===== config.mk =====
export PLATFORM = sky130hd
export DESIGN_NAME = tlp_txcmd_mfifo_flat
export DESIGN_NICKNAME = d
export VERILOG_FILES = /design/src/rtl/tlp_txcmd_mfifo_pkg.sv /design/src/rtl/tlp_txcmd_mfifo_if.sv /design/src/rtl/tlp_txcmd_mfifo_chfifo.sv /design/src/rtl/tlp_txcmd_mfifo.sv /design/src/flat_wrapper.sv
export SDC_FILE = /design/constraint.sdc
export NUM_CORES = 2
export LEC_CHECK = 0
export ABC_AREA = 1
export CAP_MARGIN = 10
export CORE_MARGIN = 4
export CORE_UTILIZATION = 40
export DETAILED_ROUTE_END_ITERATION = 10
export PLACE_DENSITY = 0.54
export SLEW_MARGIN = 15
export SYNTH_ARGS = -nofsm -noshare
export SYNTH_HDL_FRONTEND = slang
export SYNTH_SLANG_ARGS = --single-unit

===== constraint.sdc =====
create_clock -name clk -period 6.4 [get_ports clk]
set_input_delay 0.64 -clock clk [delete_from_list [all_inputs] [get_ports clk]]
set_output_delay 0.64 -clock clk [all_outputs]
set_load 0.01 [all_outputs]

===== src/rtl/tlp_txcmd_mfifo_pkg.sv =====
// Shared definitions for the multi-channel TLP TX command FIFO: default geometry,
// channel ids and command codes common with the TLP TX engine, and arbiter helper.
package tlp_txcmd_mfifo_pkg;

  localparam int DEF_CHANNELS     = 3;
  localparam int DEF_DATA_WIDTH   = 64;
  localparam int DEF_DEPTH_LOG2   = 4;
  localparam int DEF_AFULL_THRESH = 12;
  localparam int DEF_CH_W         = 2;

  typedef enum logic [1:0] {
    CH_MWR = 2'd0,
    CH_MRD = 2'd1,
    CH_CPL = 2'd2
  } tlp_ch_e;

  typedef enum logic [2:0] {
    TLP_CMD_MWR = 3'b000,
    TLP_CMD_MRD = 3'b001,
    TLP_CMD_CPL = 3'b010
  } tlp_cmd_e;

  // Channel visited 'offset' steps after 'ptr' in a ring of 'n' channels.
  function automatic int unsigned rr_index(input int unsigned ptr,
                                           input int unsigned offset,
                                           input int unsigned n);
    return (ptr + offset) % n;
  endfunction

endpackage


===== src/rtl/tlp_txcmd_mfifo_if.sv =====
// Push/drain bundle of the TX command FIFO; master is the producer/TX-engine side,
// slave is the FIFO itself.
interface tlp_txcmd_mfifo_if
  import tlp_txcmd_mfifo_pkg::*;
#(
  parameter int C_CHANNELS   = DEF_CHANNELS,
  parameter int C_DATA_WIDTH = DEF_DATA_WIDTH,
  parameter int C_DEPTH_LOG2 = DEF_DEPTH_LOG2,
  parameter int C_CH_W       = DEF_CH_W
);

  logic [C_CHANNELS-1:0]                  in_valid;
  logic [C_CHANNELS*C_DATA_WIDTH-1:0]     in_data;
  logic [C_CHANNELS-1:0]                  in_ready;
  logic [C_CHANNELS-1:0]                  in_afull;
  logic [C_CHANNELS*(C_DEPTH_LOG2+1)-1:0] ch_level;
  logic                                   out_valid;
  logic [C_DATA_WIDTH-1:0]                out_data;
  logic [C_CH_W-1:0]                      out_ch;
  logic                                   out_ready;
  logic [C_CHANNELS-1:0]                  err;
  logic                                   err_clr;

  modport master (
    output in_valid, in_data, out_ready, err_clr,
    input  in_ready, in_afull, ch_level, out_valid, out_data, out_ch, err
  );

  modport slave (
    input  in_valid, in_data, out_ready, err_clr,
    output in_ready, in_afull, ch_level, out_valid, out_data, out_ch, err
  );

endinterface


===== src/rtl/tlp_txcmd_mfifo_chfifo.sv =====
// Single-channel synchronous FIFO with extra-MSB pointers, occupancy and almost-full.
// Caller guarantees push only when !full and pop only when !empty.
module tlp_txcmd_mfifo_chfifo
  import tlp_txcmd_mfifo_pkg::*;
#(
  parameter int DW    = DEF_DATA_WIDTH,
  parameter int AW    = DEF_DEPTH_LOG2,
  parameter int AFULL = DEF_AFULL_THRESH
) (
  input  logic          clk,
  input  logic          rst,
  input  logic          push,
  input  logic [DW-1:0] push_data,
  input  logic          pop,
  output logic [DW-1:0] pop_data,
  output logic          full,
  output logic          empty,
  output logic          afull,
  output logic [AW:0]   level
);

  localparam int DEPTH = 1 << AW;
  localparam int LW    = AW + 1;

  logic [DW-1:0] mem [DEPTH];
  logic [AW:0]   wr_ptr;
  logic [AW:0]   rd_ptr;

  // NOTE: the storage array is deliberately not reset; the pointers alone say which
  // entries are live, and a resettable array could not map onto distributed RAM.
  always_ff @(posedge clk) begin
    if (push) mem[wr_ptr[AW-1:0]] <= push_data;
  end

  // NOTE: state registers use non-blocking assignment so every flop samples the
  // pre-edge values, independent of block ordering.
  always_ff @(posedge clk or posedge rst) begin
    if (rst) begin
      wr_ptr <= '0;
      rd_ptr <= '0;
    end else begin
      if (push) wr_ptr <= wr_ptr + LW'(1);
      if (pop)  rd_ptr <= rd_ptr + LW'(1);
    end
  end

  assign level    = wr_ptr - rd_ptr;
  assign empty    = (wr_ptr == rd_ptr);
  assign full     = (wr_ptr[AW] != rd_ptr[AW]) && (wr_ptr[AW-1:0] == rd_ptr[AW-1:0]);
  assign afull    = (level >= LW'(AFULL));
  assign pop_data = mem[rd_ptr[AW-1:0]];

endmodule


===== src/rtl/tlp_txcmd_mfifo.sv =====
// Multi-channel TX command FIFO: per-channel FIFOs drained through a round-robin
// arbiter into a single output register, with sticky overflow error per channel.
module tlp_txcmd_mfifo
  import tlp_txcmd_mfifo_pkg::*;
#(
  parameter int C_CHANNELS     = DEF_CHANNELS,
  parameter int C_DATA_WIDTH   = DEF_DATA_WIDTH,
  parameter int C_DEPTH_LOG2   = DEF_DEPTH_LOG2,
  parameter int C_AFULL_THRESH = DEF_AFULL_THRESH,
  parameter int C_CH_W         = DEF_CH_W
) (
  input logic               clk,
  input logic               rst,
  tlp_txcmd_mfifo_if.slave  bus
);

  localparam int LW = C_DEPTH_LOG2 + 1;

  logic [C_CHANNELS-1:0]   full;
  logic [C_CHANNELS-1:0]   empty;
  logic [C_CHANNELS-1:0]   afull;
  logic [C_CHANNELS-1:0]   push;
  logic [C_CHANNELS-1:0]   pop;
  logic [C_DATA_WIDTH-1:0] head  [C_CHANNELS];
  logic [LW-1:0]           level [C_CHANNELS];

  logic [C_CH_W-1:0]       rr_ptr;
  logic                    grant_valid;
  logic [C_CH_W-1:0]       grant_ch;
  logic [C_DATA_WIDTH-1:0] grant_data;
  logic                    load;

  logic                    out_valid_q;
  logic [C_DATA_WIDTH-1:0] out_data_q;
  logic [C_CH_W-1:0]       out_ch_q;
  logic [C_CHANNELS-1:0]   err_q;

  assign push = bus.in_valid & ~full;
  assign load = !out_valid_q || bus.out_ready;

  for (genvar ch = 0; ch < C_CHANNELS; ch++) begin : g_ch
    tlp_txcmd_mfifo_chfifo #(
      .DW    (C_DATA_WIDTH),
      .AW    (C_DEPTH_LOG2),
      .AFULL (C_AFULL_THRESH)
    ) u_fifo (
      .clk       (clk),
      .rst       (rst),
      .push      (push[ch]),
      .push_data (bus.in_data[ch*C_DATA_WIDTH +: C_DATA_WIDTH]),
      .pop       (pop[ch]),
      .pop_data  (head[ch]),
      .full      (full[ch]),
      .empty     (empty[ch]),
      .afull     (afull[ch]),
      .level     (level[ch])
    );

    assign pop[ch]                  = load && grant_valid && (grant_ch == C_CH_W'(ch));
    assign bus.ch_level[ch*LW +: LW] = level[ch];
  end

  // Offsets are scanned farthest-first so the nearest non-empty channel after
  // rr_ptr is the last writer and therefore wins.
  // NOTE: every always_comb output gets a default before any branch; a path that
  // leaves one unassigned would infer a latch.
  always_comb begin
    grant_valid = 1'b0;
    grant_ch    = '0;
    grant_data  = '0;
    for (int k = C_CHANNELS; k >= 1; k--) begin
      for (int c = 0; c < C_CHANNELS; c++) begin
        if (!empty[c] && rr_index(32'(rr_ptr), k, C_CHANNELS) == c) begin
          grant_valid = 1'b1;
          grant_ch    = C_CH_W'(c);
          grant_data  = head[c];
        end
      end
    end
  end

  always_ff @(posedge clk or posedge rst) begin
    if (rst) begin
      out_valid_q <= 1'b0;
      out_data_q  <= '0;
      out_ch_q    <= '0;
      rr_ptr      <= C_CH_W'(C_CHANNELS - 1);
    end else if (load) begin
      out_valid_q <= grant_valid;
      if (grant_valid) begin
        out_data_q <= grant_data;
        out_ch_q   <= grant_ch;
        rr_ptr     <= grant_ch;
      end
    end
  end

  // A new overflow in the same cycle as err_clr leaves the bit set.
  always_ff @(posedge clk or posedge rst) begin
    if (rst) err_q <= '0;
    else     err_q <= (bus.err_clr ? '0 : err_q) | (bus.in_valid & full);
  end

  assign bus.in_ready  = ~full;
  assign bus.in_afull  = afull;
  assign bus.out_valid = out_valid_q;
  assign bus.out_data  = out_data_q;
  assign bus.out_ch    = out_ch_q;
  assign bus.err       = err_q;

endmodule

===== src/flat_wrapper.sv =====
// flat-port wrapper written by rule: the top's interface ports become plain ports
module tlp_txcmd_mfifo_flat import tlp_txcmd_mfifo_pkg::*;
#(
  parameter int C_CHANNELS     = DEF_CHANNELS,
  parameter int C_DATA_WIDTH   = DEF_DATA_WIDTH,
  parameter int C_DEPTH_LOG2   = DEF_DEPTH_LOG2,
  parameter int C_AFULL_THRESH = DEF_AFULL_THRESH,
  parameter int C_CH_W         = DEF_CH_W
)
  (clk, rst, bus_in_valid, bus_in_data, bus_out_ready, bus_err_clr, bus_in_ready, bus_in_afull, bus_ch_level, bus_out_valid, bus_out_data, bus_out_ch, bus_err);
  tlp_txcmd_mfifo_if #(.C_CHANNELS(C_CHANNELS), .C_DATA_WIDTH(C_DATA_WIDTH), .C_DEPTH_LOG2(C_DEPTH_LOG2), .C_CH_W(C_CH_W)) bus_i ();
  input logic clk;
  input logic rst;
  input wire logic [$bits(bus_i.in_valid)-1:0] bus_in_valid;
  input wire logic [$bits(bus_i.in_data)-1:0] bus_in_data;
  input wire logic [$bits(bus_i.out_ready)-1:0] bus_out_ready;
  input wire logic [$bits(bus_i.err_clr)-1:0] bus_err_clr;
  output wire logic [$bits(bus_i.in_ready)-1:0] bus_in_ready;
  output wire logic [$bits(bus_i.in_afull)-1:0] bus_in_afull;
  output wire logic [$bits(bus_i.ch_level)-1:0] bus_ch_level;
  output wire logic [$bits(bus_i.out_valid)-1:0] bus_out_valid;
  output wire logic [$bits(bus_i.out_data)-1:0] bus_out_data;
  output wire logic [$bits(bus_i.out_ch)-1:0] bus_out_ch;
  output wire logic [$bits(bus_i.err)-1:0] bus_err;
  assign bus_i.in_valid = bus_in_valid;
  assign bus_i.in_data = bus_in_data;
  assign bus_i.out_ready = bus_out_ready;
  assign bus_i.err_clr = bus_err_clr;
  assign bus_in_ready = bus_i.in_ready;
  assign bus_in_afull = bus_i.in_afull;
  assign bus_ch_level = bus_i.ch_level;
  assign bus_out_valid = bus_i.out_valid;
  assign bus_out_data = bus_i.out_data;
  assign bus_out_ch = bus_i.out_ch;
  assign bus_err = bus_i.err;
  tlp_txcmd_mfifo #(.C_CHANNELS(C_CHANNELS), .C_DATA_WIDTH(C_DATA_WIDTH), .C_DEPTH_LOG2(C_DEPTH_LOG2), .C_AFULL_THRESH(C_AFULL_THRESH), .C_CH_W(C_CH_W)) u_core (.clk(clk), .rst(rst), .bus(bus_i));
endmodule

==> impl_results.md <==
* TritonCTS Buffers at 352
* Post-DP Area at 0.141 mm^2
* Initial antenna violation count at 48
* Post-cts resize count at 0
* Post-synthesis sequential area ratio at 71.0%
* Postcts setup bufs at 0
* Layout area overhead at 13.9%
* Syn Nets at 12,500
* Finished Layout Cells at 17,000
* Synthesized flop and latch total at 3,173
* Final worst slack at 1.42 ns
* Worst-Skew Late Latency at 0.96 ns
* Residual DRC count at 0
* Yosys top cell by area: edfxtp_1
* PortBufs at 289
* Routed wire length at 416,000 um
* PwrDens at 497 mW/mm^2
* Wire length per cell at 24.4 um
* Crit path required time at 5.76 ns
* DIE AREA at 0.343 mm^2
* Slew HR at 18.7%
* Vias in the first global route at 86,200
* Hold_buf cts at 0
* DR pass1 iterations at 5
* Final net count at 12,600
* DRT iter0 DRCs at 8,934
* Post-synthesis mux area share at 0%
* Chip height at 586 um
* Switching share of power at 41.1%
* Initial Utilization at 40.3%
* CP Max Fanout at 31
* Clock share of power at 26.4%
* Fmax at 0.201 GHz
* Hold WS at 0.358 ns
* Gate power share at 38.3%
* Crit path launch type: register
* H-tree depth at 5
* Avg Inst Size Synth at 10.9 um^2
* First-pass GRT wire length at 600,000 um
* Via density at 5.28
* # placed instances at 16,400
* Prevailing post-synth register cell: edfxtp_1
* Sw power at 31.0 mW
* Ranking of synthesized cells by area: edfxtp_1 69%, nand2_1 9.8%, nor2_1 4.1%
* Xor/xnor share of the synthesized area at 0.217%
* Final Hold Vio Count at 0
* Mapped Area at 0.133 mm^2
* Outcome: complete, no violations
* Global route total overflow at 0
* Largest family of logic cells by synthesized area: simple AND/OR/NAND/NOR gates
* RSZ-0062 raised after global routing: no
* Reg clk slew, reported paths at 0.06 ns
* Floorplan core area at 0.331 mm^2
* Int Pwr at 44.4 mW
* Die width at 586 um
* Hpwl dp at 240,000 um
* Total global-route track usage at 23.6%
* Async S/R FF share, synth at 3.18%
* Max VDD drop at 0.425 mV
* Fillers at 30,000
* Post-layout util at 45.9%
* Total Power at 75.5 mW
* Top cell type's share of synthesized area at 69.1%
* Standard-cell rows at 211
* GP Congestion at 0.842
* Vias at 89,800
* Setup Skew at 0.0957 ns
* Worst Setup End Kind: output pin
* Max Buffers Root-to-Sink at 4
* Clock sink total at 3,173
* Count of mapped cells out of synthesis at 12,200
* Tmin final at 4.98 ns
* Post-synthesis compound-gate area fraction at 5.63%
* Slew @ Worst Pin at 1.22 ns
* Fin crit share at 77.7%
* Static Leakage at 58.0 nW
* Final setup violating endpoints at 0
* Library cells used by synthesis at 38
* # IOs at 290
* Setup TNS at 0 ns
* WS Path Type: reg2out
* Design Area, Final at 0.152 mm^2
* MaxCap Viol Count at 0
* Root Buffer: clkbuf_16
* Critical Path AT at 4.34 ns
* Fin. max-slew vios at 0
* Routed Antenna Nets at 0
* Yosys warning total at 0
* Number of flops mapped to enable cells by yosys at 3,072
* Flop pwr share at 35.3%
* Adder-cell area share of the yosys netlist at 0.336%
* Simple-Gate Fraction of Synth Area at 17.2%
* Pin count of the biggest net entering global routing at 185
* Pre-CTS setup slack at 1.95 ns
* HP Class: in2async
* Fraction of layout cells with a size suffix above 1 at 6.13%
* CTS tree: done
registers in the layout, indices dropped and copies added, names as in the netlist:
signal,count
u_core.g_ch.u_fifo.mem,3072
u_core.bus.out_ch,2
u_core.rr_ptr,1
u_core.g_ch.u_fifo.rd_ptr,15
u_core.bus.out_data,64
u_core.bus.out_valid,1
u_core.g_ch.u_fifo.wr_ptr,15
u_core.bus.err,3
cell usage after synthesis, types with 8 or more instances:
| master | n |
|---|---|
| ha_1 | 31 |
| xor2_1 | 29 |
| nor2_1 | 1449 |
| o211ai_1 | 31 |
| edfxtp_1 | 3072 |
| a21oi_2 | 20 |
| inv_1 | 1074 |
| buf_4 | 59 |
| nand2_1 | 3479 |
| clkbuf_1 | 253 |
| o21ai_1 | 111 |
| nand2_2 | 11 |
| a21oi_1 | 191 |
| o21ai_0 | 828 |
| buf_6 | 23 |
| buf_1 | 36 |
| dfrtp_1 | 100 |
| buf_2 | 316 |
| nand3_1 | 840 |
| o22ai_1 | 226 |
| nor2_2 | 8 |
power groups by stage:
stage / clock [mW] / sequential [mW] / combinational [mW]
floorplan: 0 / 26.4 / 17.6
global placement: 0 / 27.1 / 28.7
detailed placement: 0 / 27.1 / 28.8
CTS: 20.3 / 26.7 / 28.9
global route: 21.2 / 26.8 / 31.5
finish: 19.9 / 26.7 / 28.9
cells in the final DEF (no fill, tap or decap), types with 29 or more instances in the layout:
| master | synthesis | routed |
|---|---|---|
| clkbuf_16 | 0 | 359 |
| clkbuf_1 | 253 | 84 |
| bufinv_16 | 0 | 32 |
| clkinv_2 | 1 | 60 |
| dfrtp_1 | 100 | 91 |
| nor2_4 | 2 | 51 |
| o22ai_1 | 226 | 226 |
| buf_12 | 0 | 45 |
| ha_1 | 31 | 31 |
| xor2_1 | 29 | 29 |
| buf_4 | 59 | 127 |
| clkinv_1 | 2 | 71 |
| nand2_1 | 3479 | 3476 |
| nor2_1 | 1449 | 1402 |
| clkdlybuf4s50_1 | 0 | 289 |
| a21oi_1 | 191 | 191 |
| o21ai_1 | 111 | 111 |
| nand3_1 | 840 | 840 |
| edfxtp_1 | 3072 | 3072 |
| inv_1 | 1074 | 1066 |
| o21ai_0 | 828 | 828 |
| o211ai_1 | 31 | 31 |
layer usage:
metal	vias to the layer above	GRT usage, %	routed length (um)
li1	41300	-	-
met1	44700	31.4	172000
met2	3164	38.5	197000
met3	674	4.23	28700
met4	32	9.37	18100
met5	-	0	200
cell type report:
type                            count  area, um^2  share of cell area (%)
Sequential cell                  3173       94800                    62.4
Antenna cell                       19        47.5                  0.0313
Tap cell                         4366        5460                    3.59
Multi-Input combinational cell   7277       31600                    20.8
Clock inverter                    181        1810                    1.19
Clock buffer                      452        9420                    6.20
Timing Repair Buffer              461        4750                    3.12
Inverter                         1084        4140                    2.72
cell families after synthesis:
family,after synthesis
adder cells (fa/ha/maj),34
flip-flops,3173
AO/OA/AOI/OAI,1412
AND/OR/NAND/NOR,5798
buffers and inverters,1775
XOR/XNOR,33
critical path, cell delays in order (launching register included):
cell and delay, ns:
dfrtp_4 0.41, clkinv_2 0.58, ha_1 0.64, nand2_1 0.10, o21ai_0 0.27, xor2_1 0.72
clkdlybuf4s50_1 0.69
path summary, 6_finish.rpt:
check                                                 from                         endpoint  slack (ns)  cells past startpoint
max reg2reg                u_core.g_ch[2].u_fifo.rd_ptr[2]          u_core.bus.out_data[49]        1.90                     13
min reg2reg                           u_core.bus.out_ch[1]             u_core.bus.out_ch[1]        0.49                      2
max                        u_core.g_ch[2].u_fifo.rd_ptr[2]                 bus_ch_level[14]        1.42                      6
min in group clk                      u_core.bus.out_ch[1]             u_core.bus.out_ch[1]        0.49                      2
max in group asynchronous                              rst  u_core.g_ch[2].u_fifo.rd_ptr[1]        4.72                      3
min                                                    rst  u_core.g_ch[1].u_fifo.rd_ptr[1]        0.36                      2
(Power assumes the default switching activity.)
